File: src/rtl/sync_pkg.sv
// Shared definitions for the req/ack clock-domain-crossing handshake blocks.
// Holds the request FSM state encoding used by the source-side requester.
`timescale 1ns/1ps

package sync_pkg;

  // Request-side handshake states.
  typedef enum logic [1:0] {
    SYNC_ST_IDLE   = 2'd0,
    SYNC_ST_REQ    = 2'd1,
    SYNC_ST_ACK_HI = 2'd2
  } sync_state_t;

endpackage

File: src/rtl/sync_level2level.sv
// Multi-flop level synchronizer: carries a slowly changing level into the clk
// domain through a FLOP_NUM-deep chain. All flops clear to 0 on reset.
`timescale 1ns/1ps

module sync_level2level #(
  parameter int SIGNAL_WIDTH = 1,
  parameter int FLOP_NUM     = 2
) (
  input  logic                    clk,
  input  logic                    rst_b,
  input  logic [SIGNAL_WIDTH-1:0] sync_in,
  output logic [SIGNAL_WIDTH-1:0] sync_out
);

  logic [SIGNAL_WIDTH-1:0] chain_r [FLOP_NUM];

  // Shift the asynchronous level through the synchronizer chain.
  always_ff @(posedge clk or negedge rst_b) begin
    if (!rst_b) begin
      for (int i = 0; i < FLOP_NUM; i++) begin
        chain_r[i] <= {SIGNAL_WIDTH{1'b0}};
      end
    end else begin
      chain_r[0] <= sync_in;
      for (int i = 1; i < FLOP_NUM; i++) begin
        chain_r[i] <= chain_r[i-1];
      end
    end
  end

  assign sync_out = chain_r[FLOP_NUM-1];

endmodule

File: src/rtl/sync_pulse2level_req.sv
// Source side of a 4-phase req/ack CDC handshake. Event pulses are counted as
// pending; each pending event becomes one full req_out cycle (raise, wait ack
// high, drop, wait ack low). ack_in is synchronized before the FSM sees it.
// Optional macro SYNC_REQ_TIMEOUT_EN adds a sticky handshake timeout flag
// (timeout_err port) built from a TO_WIDTH-bit wait counter.
`timescale 1ns/1ps

module sync_pulse2level_req
  import sync_pkg::*;
#(
  parameter int CNT_WIDTH    = 4,
  parameter int ACK_FLOP_NUM = 3,
  parameter int TO_WIDTH     = 8
) (
  input  logic                 clk,
  input  logic                 rst_b,
  input  logic                 pulse_in,
  input  logic                 ack_in,
  output logic                 req_out,
  output logic                 busy,
  output logic [CNT_WIDTH-1:0] pend_cnt,
  output logic                 overflow
`ifdef SYNC_REQ_TIMEOUT_EN
  ,
  output logic                 timeout_err
`endif
);

  localparam logic [CNT_WIDTH-1:0] CNT_ZERO = {CNT_WIDTH{1'b0}};
  localparam logic [CNT_WIDTH-1:0] CNT_ONE  = CNT_WIDTH'(1'b1);
  localparam logic [CNT_WIDTH-1:0] CNT_MAX  = {CNT_WIDTH{1'b1}};

  sync_state_t          state_r;
  logic                 req_r;
  logic                 ovf_r;
  logic [CNT_WIDTH-1:0] pend_r;

  logic ack_sync_s;
  logic start_s;
  logic commit_s;
  logic done_s;
  logic inc_s;
  logic drop_s;

  sync_level2level #(
    .SIGNAL_WIDTH (1),
    .FLOP_NUM     (ACK_FLOP_NUM)
  ) u_ack_sync (
    .clk      (clk),
    .rst_b    (rst_b),
    .sync_in  (ack_in),
    .sync_out (ack_sync_s)
  );

  // Handshake events: start a request only while ack has settled low, commit
  // an event when ack is seen high in REQ, finish when ack returns low.
  always_comb begin
    start_s  = (state_r == SYNC_ST_IDLE) && (pend_r != CNT_ZERO) && !ack_sync_s;
    commit_s = (state_r == SYNC_ST_REQ) && ack_sync_s;
    done_s   = (state_r == SYNC_ST_ACK_HI) && !ack_sync_s;
    // A commit frees a slot in the same cycle, so a full counter still accepts.
    inc_s    = pulse_in && ((pend_r != CNT_MAX) || commit_s);
    drop_s   = pulse_in && (pend_r == CNT_MAX) && !commit_s;
  end

  // Pending-event counter and registered drop indication.
  always_ff @(posedge clk or negedge rst_b) begin
    if (!rst_b) begin
      pend_r <= CNT_ZERO;
      ovf_r  <= 1'b0;
    end else begin
      case ({inc_s, commit_s})
        2'b10:   pend_r <= pend_r + CNT_ONE;
        2'b01:   pend_r <= pend_r - CNT_ONE;
        default: pend_r <= pend_r;
      endcase
      ovf_r <= drop_s;
    end
  end

  // Request FSM; req_out comes straight from a flop so it never glitches.
  always_ff @(posedge clk or negedge rst_b) begin
    if (!rst_b) begin
      state_r <= SYNC_ST_IDLE;
      req_r   <= 1'b0;
    end else begin
      case (state_r)
        SYNC_ST_IDLE: begin
          if (start_s) begin
            state_r <= SYNC_ST_REQ;
            req_r   <= 1'b1;
          end else begin
            state_r <= SYNC_ST_IDLE;
            req_r   <= 1'b0;
          end
        end
        SYNC_ST_REQ: begin
          if (commit_s) begin
            state_r <= SYNC_ST_ACK_HI;
            req_r   <= 1'b0;
          end else begin
            state_r <= SYNC_ST_REQ;
            req_r   <= 1'b1;
          end
        end
        SYNC_ST_ACK_HI: begin
          if (done_s) begin
            state_r <= SYNC_ST_IDLE;
          end else begin
            state_r <= SYNC_ST_ACK_HI;
          end
          req_r <= 1'b0;
        end
        default: begin
          state_r <= SYNC_ST_IDLE;
          req_r   <= 1'b0;
        end
      endcase
    end
  end

`ifdef SYNC_REQ_TIMEOUT_EN
  localparam logic [TO_WIDTH-1:0] TO_ZERO = {TO_WIDTH{1'b0}};
  localparam logic [TO_WIDTH-1:0] TO_ONE  = TO_WIDTH'(1'b1);
  localparam logic [TO_WIDTH-1:0] TO_MAX  = {TO_WIDTH{1'b1}};
  localparam logic [TO_WIDTH-1:0] TO_LAST = TO_MAX - TO_ONE;

  logic [TO_WIDTH-1:0] to_cnt_r;
  logic                to_err_r;

  // Count cycles spent waiting in REQ/ACK_HI; flag sticky error at all-ones.
  always_ff @(posedge clk or negedge rst_b) begin
    if (!rst_b) begin
      to_cnt_r <= TO_ZERO;
      to_err_r <= 1'b0;
    end else begin
      if (start_s || commit_s) begin
        to_cnt_r <= TO_ZERO;
      end else if ((state_r != SYNC_ST_IDLE) && !done_s && (to_cnt_r != TO_MAX)) begin
        to_cnt_r <= to_cnt_r + TO_ONE;
      end else begin
        to_cnt_r <= to_cnt_r;
      end
      if ((state_r != SYNC_ST_IDLE) && !commit_s && !done_s && (to_cnt_r == TO_LAST)) begin
        to_err_r <= 1'b1;
      end else begin
        to_err_r <= to_err_r;
      end
    end
  end

  assign timeout_err = to_err_r;
`endif

  assign req_out  = req_r;
  assign pend_cnt = pend_r;
  assign overflow = ovf_r;
  assign busy     = (state_r != SYNC_ST_IDLE) || (pend_r != CNT_ZERO);

endmodule

File: config.mk
export PLATFORM = sky130hd
export DESIGN_NAME = sync_pulse2level_req
export DESIGN_NICKNAME = d
export VERILOG_FILES = /design/src/rtl/sync_pkg.sv /design/src/rtl/sync_level2level.sv /design/src/rtl/sync_pulse2level_req.sv
export SDC_FILE = /design/constraint.sdc
export NUM_CORES = 1
export LEC_CHECK = 0
export ABC_AREA = 1
export BUFFER_PORTS_ARGS = -buffer_cell sky130_fd_sc_hd__buf_4
export CAP_MARGIN = 20
export CORE_AREA = 2 2 39 41
export CTS_CLUSTER_SIZE = 8
export DETAILED_ROUTE_END_ITERATION = 10
export DIE_AREA = 0 0 41 43
export PLACE_DENSITY_LB_ADDON = 0.08
export REMOVE_ABC_BUFFERS = 1
export SETUP_SLACK_MARGIN = 0.1
export SLEW_MARGIN = 20
export SYNTH_ARGS = -nofsm -noshare
export SYNTH_HDL_FRONTEND = slang
export SYNTH_SLANG_ARGS = --single-unit
File: constraint.sdc
create_clock -name clk -period 2.1 [get_ports clk]
set_input_delay 0.21 -clock clk [delete_from_list [all_inputs] [get_ports clk]]
set_output_delay 0.21 -clock clk [all_outputs]
set_load 0.05 [all_outputs]
==> results of run 1 <==
==> state kept, by name (all words and copies together), names as in the netlist <==
signal and flops:
u_ack_sync.chain_r 2, state_r 2, overflow 1, pend_cnt 4, u_ack_sync.sync_out 1, req_out 1
==> per-stage QoR <==
| stage | power, W | hold slack (ps) |
|---|---|---|
| after global placement | 0.000833 | 48.1 |
| after global routing | 0.00106 | 23.4 |
| after floorplan | 0.000694 | -85.6 |
| after detailed placement | 0.000833 | 46.6 |
| after CTS | 0.000976 | 41.7 |
| final | 0.000963 | 50.5 |
==> final timing paths <==
| kind | start | end | slack [ps] | depth (start not counted) |
|---|---|---|---|---|
| setup / recovery | pend_cnt[0]$_DFFE_PN0P_ | busy | 560 | 3 |
| setup reg to reg | state_r[0]$_DFF_PN0_ | pend_cnt[2]$_DFFE_PN0P_ | 610 | 14 |
| hold reg to reg | u_ack_sync.chain_r[1]$_DFF_PN0_ | u_ack_sync.sync_out$_DFF_PN0_ | 350 | 0 |
| min in group asynchronous | rst_b | u_ack_sync.sync_out$_DFF_PN0_ | 310 | 2 |
| max in group asynchronous | rst_b | pend_cnt[2]$_DFFE_PN0P_ | 1650 | 2 |
| hold / removal | ack_in | u_ack_sync.chain_r[2]$_DFF_PN0_ | 50 | 1 |
==> power breakdown <==
part           total [W]  switching, W  internal, W
clock network   0.000138     0.0000645    0.0000735
registers       0.000347     0.0000798     0.000267
logic           0.000478      0.000324     0.000154
total           0.000963      0.000469     0.000495
==> placed cells by master, fill, tap and decap left out <==
cell type,netlist,routed
nand2_1,25,25
nand3_1,6,6
or2_1,1,1
nor2_2,1,1
nor2_1,4,4
xor2_1,1,1
nor3_2,1,1
o21ai_2,1,1
clkbuf_1,0,1
dfrtp_1,11,11
buf_4,0,10
inv_1,11,11
nor3_1,1,1
o21ai_0,1,1
ha_1,1,1
dlygate4sd3_1,0,1
clkbuf_4,0,3
a21oi_1,1,1
nand2_2,1,1
nand4_1,1,1
nand3b_1,1,1
o31ai_1,1,1
==> cell families (layout without fill, tap and decap cells) <==
family,Yosys count,count (layout),synth area share (%)
AND/OR/NAND/NOR,42,42,33.9
adder cells (fa/ha/maj),1,1,2.27
XOR/XNOR,1,1,1.59
AO/OA/AOI/OAI,4,4,4.77
buffers and inverters,11,26,7.50
flip-flops,11,11,50.0
==> metal layers <==
| layer | GRT usage [%] | part of all wire (%) |
|---|---|---|
| met4 | 4.00 | 1.3 |
| met2 | 20.0 | 46 |
| met3 | 9.42 | 6.5 |
| met1 | 17.1 | 46 |
| met5 | 0 | 0 |
==> worst max-delay path, cell delays in order, from the launching register on <==
cell and delay [ps]:
dfrtp_1 460, nor3_2 280, nand4_1 110, buf_4 210
==> what timing repair did <==
action,in CTS,in global routing
hold endpoints to repair,11,0
endpoints found under the setup margin,0,0
hold buffers,1,0
==> area by class of cell <==
cell class	instances	area, um2
repair buffers	11	85.1
multi-input cells	48	234
flip-flops and latches	11	275
fillers	144	702
well taps	16	20.0
clock buffers	4	26.3
inverters	11	41.3
==> synthesized netlist by cell type <==
master | number | area share, %
nand2_2 | 1 | 1.1
nor2_2 | 1 | 1.1
nand4_1 | 1 | 1.1
o21ai_0 | 1 | 0.91
nor2_1 | 4 | 2.7
inv_1 | 11 | 7.5
a21oi_1 | 1 | 0.91
nor3_1 | 1 | 0.91
nor3_2 | 1 | 1.8
nand3_1 | 6 | 5.5
xor2_1 | 1 | 1.6
o31ai_1 | 1 | 1.4
nand2_1 | 25 | 17
nand3b_1 | 1 | 1.4
or2_1 | 1 | 1.1
o21ai_2 | 1 | 1.6
ha_1 | 1 | 2.3
dfrtp_1 | 11 | 50
==> impl_metrics.json, run 1 <==
{
  "status": "complete, no violations",
  "antenna_found_initial": 0,
  "die_h_um": 43,
  "htree_levels": 1,
  "dieArea_um2": 1760,
  "hpwl_um": 765,
  "critPathKind": "flip-flop to output pin",
  "path_clk_slew_ps": 60,
  "initial_utilization_pct": 39.8,
  "yosysWarnings": 0,
  "setup_viol": 0,
  "relSlewSlack_pct": 79.2,
  "post_cts.repair.setup_buffers": 0,
  "fin_nets": 91,
  "drtAntennaViolNets": 0,
  "cts.repair.resized": 0,
  "worst-endpoint-arrival_ps": 1330,
  "skew_ps": 3.82,
  "netlist_instances": 70,
  "finalInstanceArea_um2": 682,
  "ctsRootBufferMaster": "clkbuf_4",
  "cts_tree": "yes",
  "dpl_cell_area_um2": 646,
  "setup_ws_ps": 561,
  "drt-total-wl_um": 979,
  "clock_latency_ps": 270,
  "post_drt_wl_per_cell_um": 9.69,
  "rows": 14,
  "gp_congestion": 0.725,
  "numCtsBuffers": 3,
  "final_max_slew_viol_count": 0,
  "pre_cts_slack_ps": 610,
  "first_pass_iters": 2,
  "drive_gt1_share_pct": 20.0,
  "drc_errors": 0,
  "rsz0062_at_grt": "false",
  "track_usage_pct": 14.1,
  "p_leak_nw": 0.377,
  "drt_iter0_drc": 3,
  "vias_per_cell": 4.67,
  "io_pins": 11,
  "finalSetupTns_ps": 0,
  "grt_max_degree": 12,
  "grt_pass1_wl_um": 1620,
  "port_buffers": 10,
  "avgSynthCellArea_um2": 7.86,
  "powerDensity_nw_per_um2": 1410,
  "fmax_ghz": 0.650,
  "core_area_um2": 1380,
  "yosysUniqueCellTypes": 18,
  "grt_pass1_vias": 401,
  "ys_ff_latch": 11,
  "die_w_um": 41,
  "overflow": 0,
  "dp_cells": 96,
  "fin_cells": 101,
  "dr_total_vias": 472,
  "hold_viol": 0,
  "hp-class": "primary input to flip-flop",
  "cts_sinks": 11,
  "cp_max_fo": 6,
  "final_core_utilization_pct": 49.3,
  "endpoint_kind": "output pin",
  "seq_area_frac_synth_pct": 50.0,
  "antenna_cells": 0,
  "clockBufferDepth": 2,
  "min_period_ps": 1540,
  "vdd_ir_drop_max_mv": 0.665,
  "maxCapViolCount": 0,
  "syn_area_um2": 551,
  "worst_slew_pin_slew_ps": 309,
  "startpoint_type": "flip-flop",
  "min_period_over_period_pct": 73.3,
  "syn2layout_area_growth_pct": 23.9,
  "required_ps": 1890
}
(Power assumes the default switching activity.)
==> inputs of run 2 (changes only) <==
- clock period: 2.1 -> 1.25 ns (I/O delays scaled with it)
==> impl_metrics.json, run 2 (synthesis results as in run 1) <==
{
  "status": "complete, but fails checks",
  "failed_checks": "negative setup slack",
  "drt_iter0_drc": 7,
  "cts_tree": "yes",
  "fmax_ghz": 0.701,
  "drive_gt1_share_pct": 52.4,
  "powerDensity_nw_per_um2": 2290,
  "ctsRootBufferMaster": "clkbuf_4",
  "final_common_cell": "buf_4",
  "first_pass_iters": 4,
  "antenna_found_initial": 0,
  "io_pins": 11,
  "fin_cells": 121,
  "vdd_ir_drop_max_mv": 1.79,
  "port_buffers": 10,
  "final_max_slew_viol_count": 0,
  "endpoint_kind": "output pin",
  "p_leak_nw": 0.491,
  "skew_ps": 5.53,
  "rsz0062_at_grt": "true",
  "core_area_um2": 1380,
  "worstPathCellList": "nor3_4 -> buf_4 -> nand4_1 -> buf_6",
  "setup_ws_ps": -176,
  "cp_max_fo": 3,
  "drc_errors": 0,
  "clockBufferDepth": 2,
  "maxCapViolCount": 0,
  "finalHoldWorstSlack_ps": 217,
  "syn2layout_area_growth_pct": 76.6,
  "final_core_utilization_pct": 70.3,
  "vias_per_cell": 4.74,
  "fin_nets": 111,
  "dieArea_um2": 1760,
  "path_clk_slew_ps": 70,
  "hold_viol": 0,
  "gp_congestion": 0.830,
  "track_usage_pct": 19.6,
  "clock_latency_ps": 270,
  "hpwl_um": 917,
  "finalSetupTns_ps": -399,
  "largest_reg_flops": 4,
  "min_period_ps": 1430,
  "dpl_cell_area_um2": 736,
  "setup_viol": 4,
  "antenna_cells": 0,
  "startpoint_type": "flip-flop",
  "drtAntennaViolNets": 0,
  "post_drt_wl_per_cell_um": 12.7,
  "relSlewSlack_pct": 86.5,
  "hp-class": "primary input to async pin",
  "fillers": 110,
  "rows": 14,
  "worst_slew_pin_slew_ps": 201,
  "dp_cells": 108,
  "numCtsBuffers": 3,
  "required_ps": 1120,
  "die_h_um": 43,
  "drt-total-wl_um": 1530,
  "dr_total_vias": 573,
  "initial_utilization_pct": 39.8,
  "cts_sinks": 11,
  "max_stage_delay_ps": 430,
  "grt_pass1_vias": 590,
  "finalInstanceArea_um2": 972,
  "worst-endpoint-arrival_ps": 1300,
  "grt_max_degree": 12,
  "final_cell_mix": "22 x buf_4, 19 x nand2_1, 9 x dfrtp_1, 7 x inv_1, 6 x buf_6",
  "die_w_um": 41,
  "grt_pass1_wl_um": 2290,
  "critPathKind": "flip-flop to output pin",
  "cpMaxStageDelayCell": "dfrtp_1",
  "overflow": 0,
  "min_period_over_period_pct": 114,
  "htree_levels": 1
}
## run 2: path summary, 6_finish.rpt
path	from	endpoint	slack (ps)	cells past startpoint
worst max-delay path	pend_cnt[2]$_DFFE_PN0P_	busy	-180	4
worst min-delay path	rst_b	overflow$_DFF_PN0_	220	2
worst max register to register	state_r[1]$_DFF_PN0_	pend_cnt[2]$_DFFE_PN0P_	-170	11
worst min register to register	u_ack_sync.chain_r[1]$_DFF_PN0_	u_ack_sync.sync_out$_DFF_PN0_	350	0
max in group asynchronous	rst_b	pend_cnt[0]$_DFFE_PN0P_	870	2
min in group clk	pulse_in	overflow$_DFF_PN0_	230	4
## run 2: where the power goes
group	internal, W	switching, W
clock	0.000124	0.000120
sequential	0.000456	0.000112
combinational	0.000608	0.000805
total	0.00119	0.00104
## run 2: through the flow
stage | setup slack (ps) | power, W
after global routing | -235 | 0.00236
after detailed placement | -178 | 0.00159
after floorplan | -340 | 0.00117
after CTS | -158 | 0.00213
after global placement | -170 | 0.00158
final | -176 | 0.00222
## run 2: timing repair
| action | 4_1_cts | 5_1_grt |
|---|---|---|
| pin swaps | 15 | 14 |
| buffers inserted | 8 | 1 |
| hold endpoints to repair | 12 | 0 |
| endpoints found under the setup margin | 8 | 10 |
| gates resized for setup | 29 | 9 |
| hold buffers | 2 | 0 |
## run 2: cell type report
cell class	count	area, um2	area share, %
multi-input cells	48	337	34.6
flip-flops and latches	11	278	28.6
repair buffers	31	268	27.5
inverters	11	43.8	4.50
clock buffers	4	26.3	2.70
well taps	16	20.0	2.06
## run 2: critical path, delay by kind of cell, from the launching register on
family / cells / cell delay, ps
buf+inv: 2 / 300
flops: 1 / 430
simple gates: 2 / 310
## run 2: per-layer routing
metal	vias up	track usage, %	wire length (um)
met5	-	0	0
met4	0	2.00	0
met3	0	9.95	64
met2	11	33.4	858
met1	276	21.4	610
li1	286	-	-
==> inputs of run 3 (changes only) <==
- ABC_AREA: 1 -> default
==> impl_metrics.json, run 3 <==
{
  "status": "complete, but fails checks",
  "failed_checks": "negative setup slack",
  "synth_simple_gate_area_share_pct": 26.0,
  "port_buffers": 10,
  "ctsRootBufferMaster": "clkbuf_4",
  "clockBufferDepth": 2,
  "fmax_ghz": 0.546,
  "synthTopCellsByArea": "dfrtp_1 50%, xor2_1 4.8%, nand3b_4 3.6%, nor3_1 2.7%, and2_1 2.3%",
  "worst-endpoint-arrival_ps": 1710,
  "avgSynthCellArea_um2": 11.7,
  "final_common_cell": "buf_4",
  "dr_total_vias": 530,
  "ys_ff_latch": 11,
  "dieArea_um2": 1760,
  "yosys.area_share.adder_pct": 2.28,
  "rr_startpoint": "pend_cnt[0]$_DFFE_PN0P_",
  "startpoint_type": "flip-flop",
  "min_period_ps": 1830,
  "initial_utilization_pct": 39.7,
  "io_pins": 11,
  "final_cell_mix": "22 x buf_4, 11 x dfrtp_1, 8 x buf_6, 3 x clkbuf_4",
  "yosys.area_share.xor_xnor_pct": 4.78,
  "r2r-end": "pend_cnt[3]$_DFFE_PN0P_",
  "drc_errors": 0,
  "antenna_cells": 0,
  "overflow": 0,
  "core_area_um2": 1380,
  "critPathKind": "flip-flop to output pin",
  "hp-class": "primary input to async pin",
  "powerDensity_nw_per_um2": 1980,
  "synth_ff_type": "dfrtp_1",
  "hpwl_um": 1020,
  "setup_viol": 7,
  "synth_commonest_cells": "11 x dfrtp_1, 3 x nor2_1, 3 x nor3_1, 3 x xor2_1",
  "min_period_over_period_pct": 146,
  "post_drt_wl_per_cell_um": 15.1,
  "rows": 14,
  "htree_levels": 1,
  "maxCapViolCount": 0,
  "synth_top_area_cell": "dfrtp_1",
  "antenna_found_initial": 0,
  "relSlewSlack_pct": 80.2,
  "final_core_utilization_pct": 68.5,
  "drtAntennaViolNets": 0,
  "die_w_um": 41,
  "synth.most_common_cell": "dfrtp_1",
  "drive_gt1_share_pct": 62.7,
  "first_pass_iters": 4,
  "worst_slew_pin_slew_ps": 296,
  "finalInstanceArea_um2": 948,
  "path_clk_slew_ps": 70,
  "grt_max_degree": 12,
  "numCtsBuffers": 3,
  "cp_max_fo": 2,
  "syn_area_um2": 549,
  "clock_latency_ps": 260,
  "dpl_cell_area_um2": 742,
  "synthArstFlopShare_pct": 100,
  "p_leak_nw": 0.432,
  "required_ps": 1120,
  "setup_ws_ps": -581,
  "grt_pass1_wl_um": 2360,
  "vdd_ir_drop_max_mv": 1.02,
  "synth_top_area_share_pct": 50.1,
  "cts_sinks": 11,
  "netlist_instances": 47,
  "track_usage_pct": 20.2,
  "grt_pass1_vias": 573,
  "r2r_setup_slack_ps": -540,
  "synth_compound_area_share_pct": 14.1,
  "drt_iter0_drc": 10,
  "largest_reg_flops": 4,
  "cts_tree": "yes",
  "hold_viol": 0,
  "yosysUniqueCellTypes": 28,
  "seq_area_frac_synth_pct": 50.1,
  "drt-total-wl_um": 1500,
  "vias_per_cell": 5.35,
  "syn2layout_area_growth_pct": 72.7,
  "gp_congestion": 0.800,
  "rr_worst_depth": 8,
  "finalPower_w": 0.00188,
  "fin_nets": 89,
  "endpoint_kind": "output pin",
  "die_h_um": 43,
  "synth_top_family_by_area": "simple AND/OR/NAND/NOR gates",
  "rsz0062_at_grt": "true",
  "final_max_slew_viol_count": 0,
  "yosys-mux-area-fraction_pct": 0,
  "skew_ps": 0.172,
  "yosysWarnings": 0,
  "synth_edf_count": 0
}
## run 3: changes by cell type after synthesis, sizes merged, moves of 2 or more
cell   change
and2       +2
inv       -11
xor2       +2
nand3      -5
nand2     -26
and3       +2
nor2       -2
## run 3: logic make-up after synthesis
group | after synthesis
adders and majority gates | 1
buffers and inverters | 2
AOI/OAI and AO/OA | 10
DFF | 11
and+or+nand+nor | 20
xor gates and xnor gates | 3
## run 3: power breakdown
part	internal, W	switching [W]
combinational	0.000542	0.000620
sequential	0.000433	0.0000386
clock	0.000123	0.000119
total	0.00110	0.000778
## run 3: repair_timing
item / 4_1_cts / 5_1_grt
hold buffers: 2 / 0
buffers inserted: 7 / 3
resized for setup: 16 / 11
endpoints found under the setup margin: 7 / 10
hold endpoints to repair: 12 / 0
cloned: 0 / 0
pin swaps: 9 / 5
## run 3: worst max-delay path, cell delays in order (launching register included)
cell and delay [ps]:
dfrtp_1 380, or4_4 550, or3_4 350, buf_8 160
## run 3: cell type report
| type | count | area [um2] |
|---|---|---|
| multi-input cells | 34 | 322 |
| flip-flops and latches | 11 | 275 |
| well taps | 16 | 20.0 |
| clock buffers | 4 | 26.3 |
| fillers | 105 | 435 |
| repair buffers | 34 | 305 |
## run 3: routing by layer
metal  GRT usage (%)  up-vias  share of wire, %
li1                -      253                 -
met1            24.4      262                40
met2            32.5       13                55
met3            5.24        2               3.4
met4            8.00        0               1.1
met5               0        -                 0
## run 3: worst max-delay path by stage
stage | to | from | cells after the start
floorplan | busy | pend_cnt[1]$_DFFE_PN0P_ | 2
global placement | pend_cnt[1]$_DFFE_PN0P_ | state_r[1]$_DFF_PN0_ | 6
detailed placement | pend_cnt[1]$_DFFE_PN0P_ | state_r[1]$_DFF_PN0_ | 6
CTS | busy | pend_cnt[0]$_DFFE_PN0P_ | 3
global route | busy | pend_cnt[0]$_DFFE_PN0P_ | 3
finish | busy | pend_cnt[0]$_DFFE_PN0P_ | 3
## run 3: metrics by stage
stage / TNS, ps / cells / hold slack (ps) / worst slack [ps]
finish: -3000 / 99 / 230 / -581
global route: -3310 / 99 / 246 / -614
CTS: -2850 / 98 / 216 / -585
detailed placement: -1570 / 86 / -28.5 / -434
global placement: -1410 / 86 / -37.1 / -372
floorplan: -2610 / 45 / -171 / -634
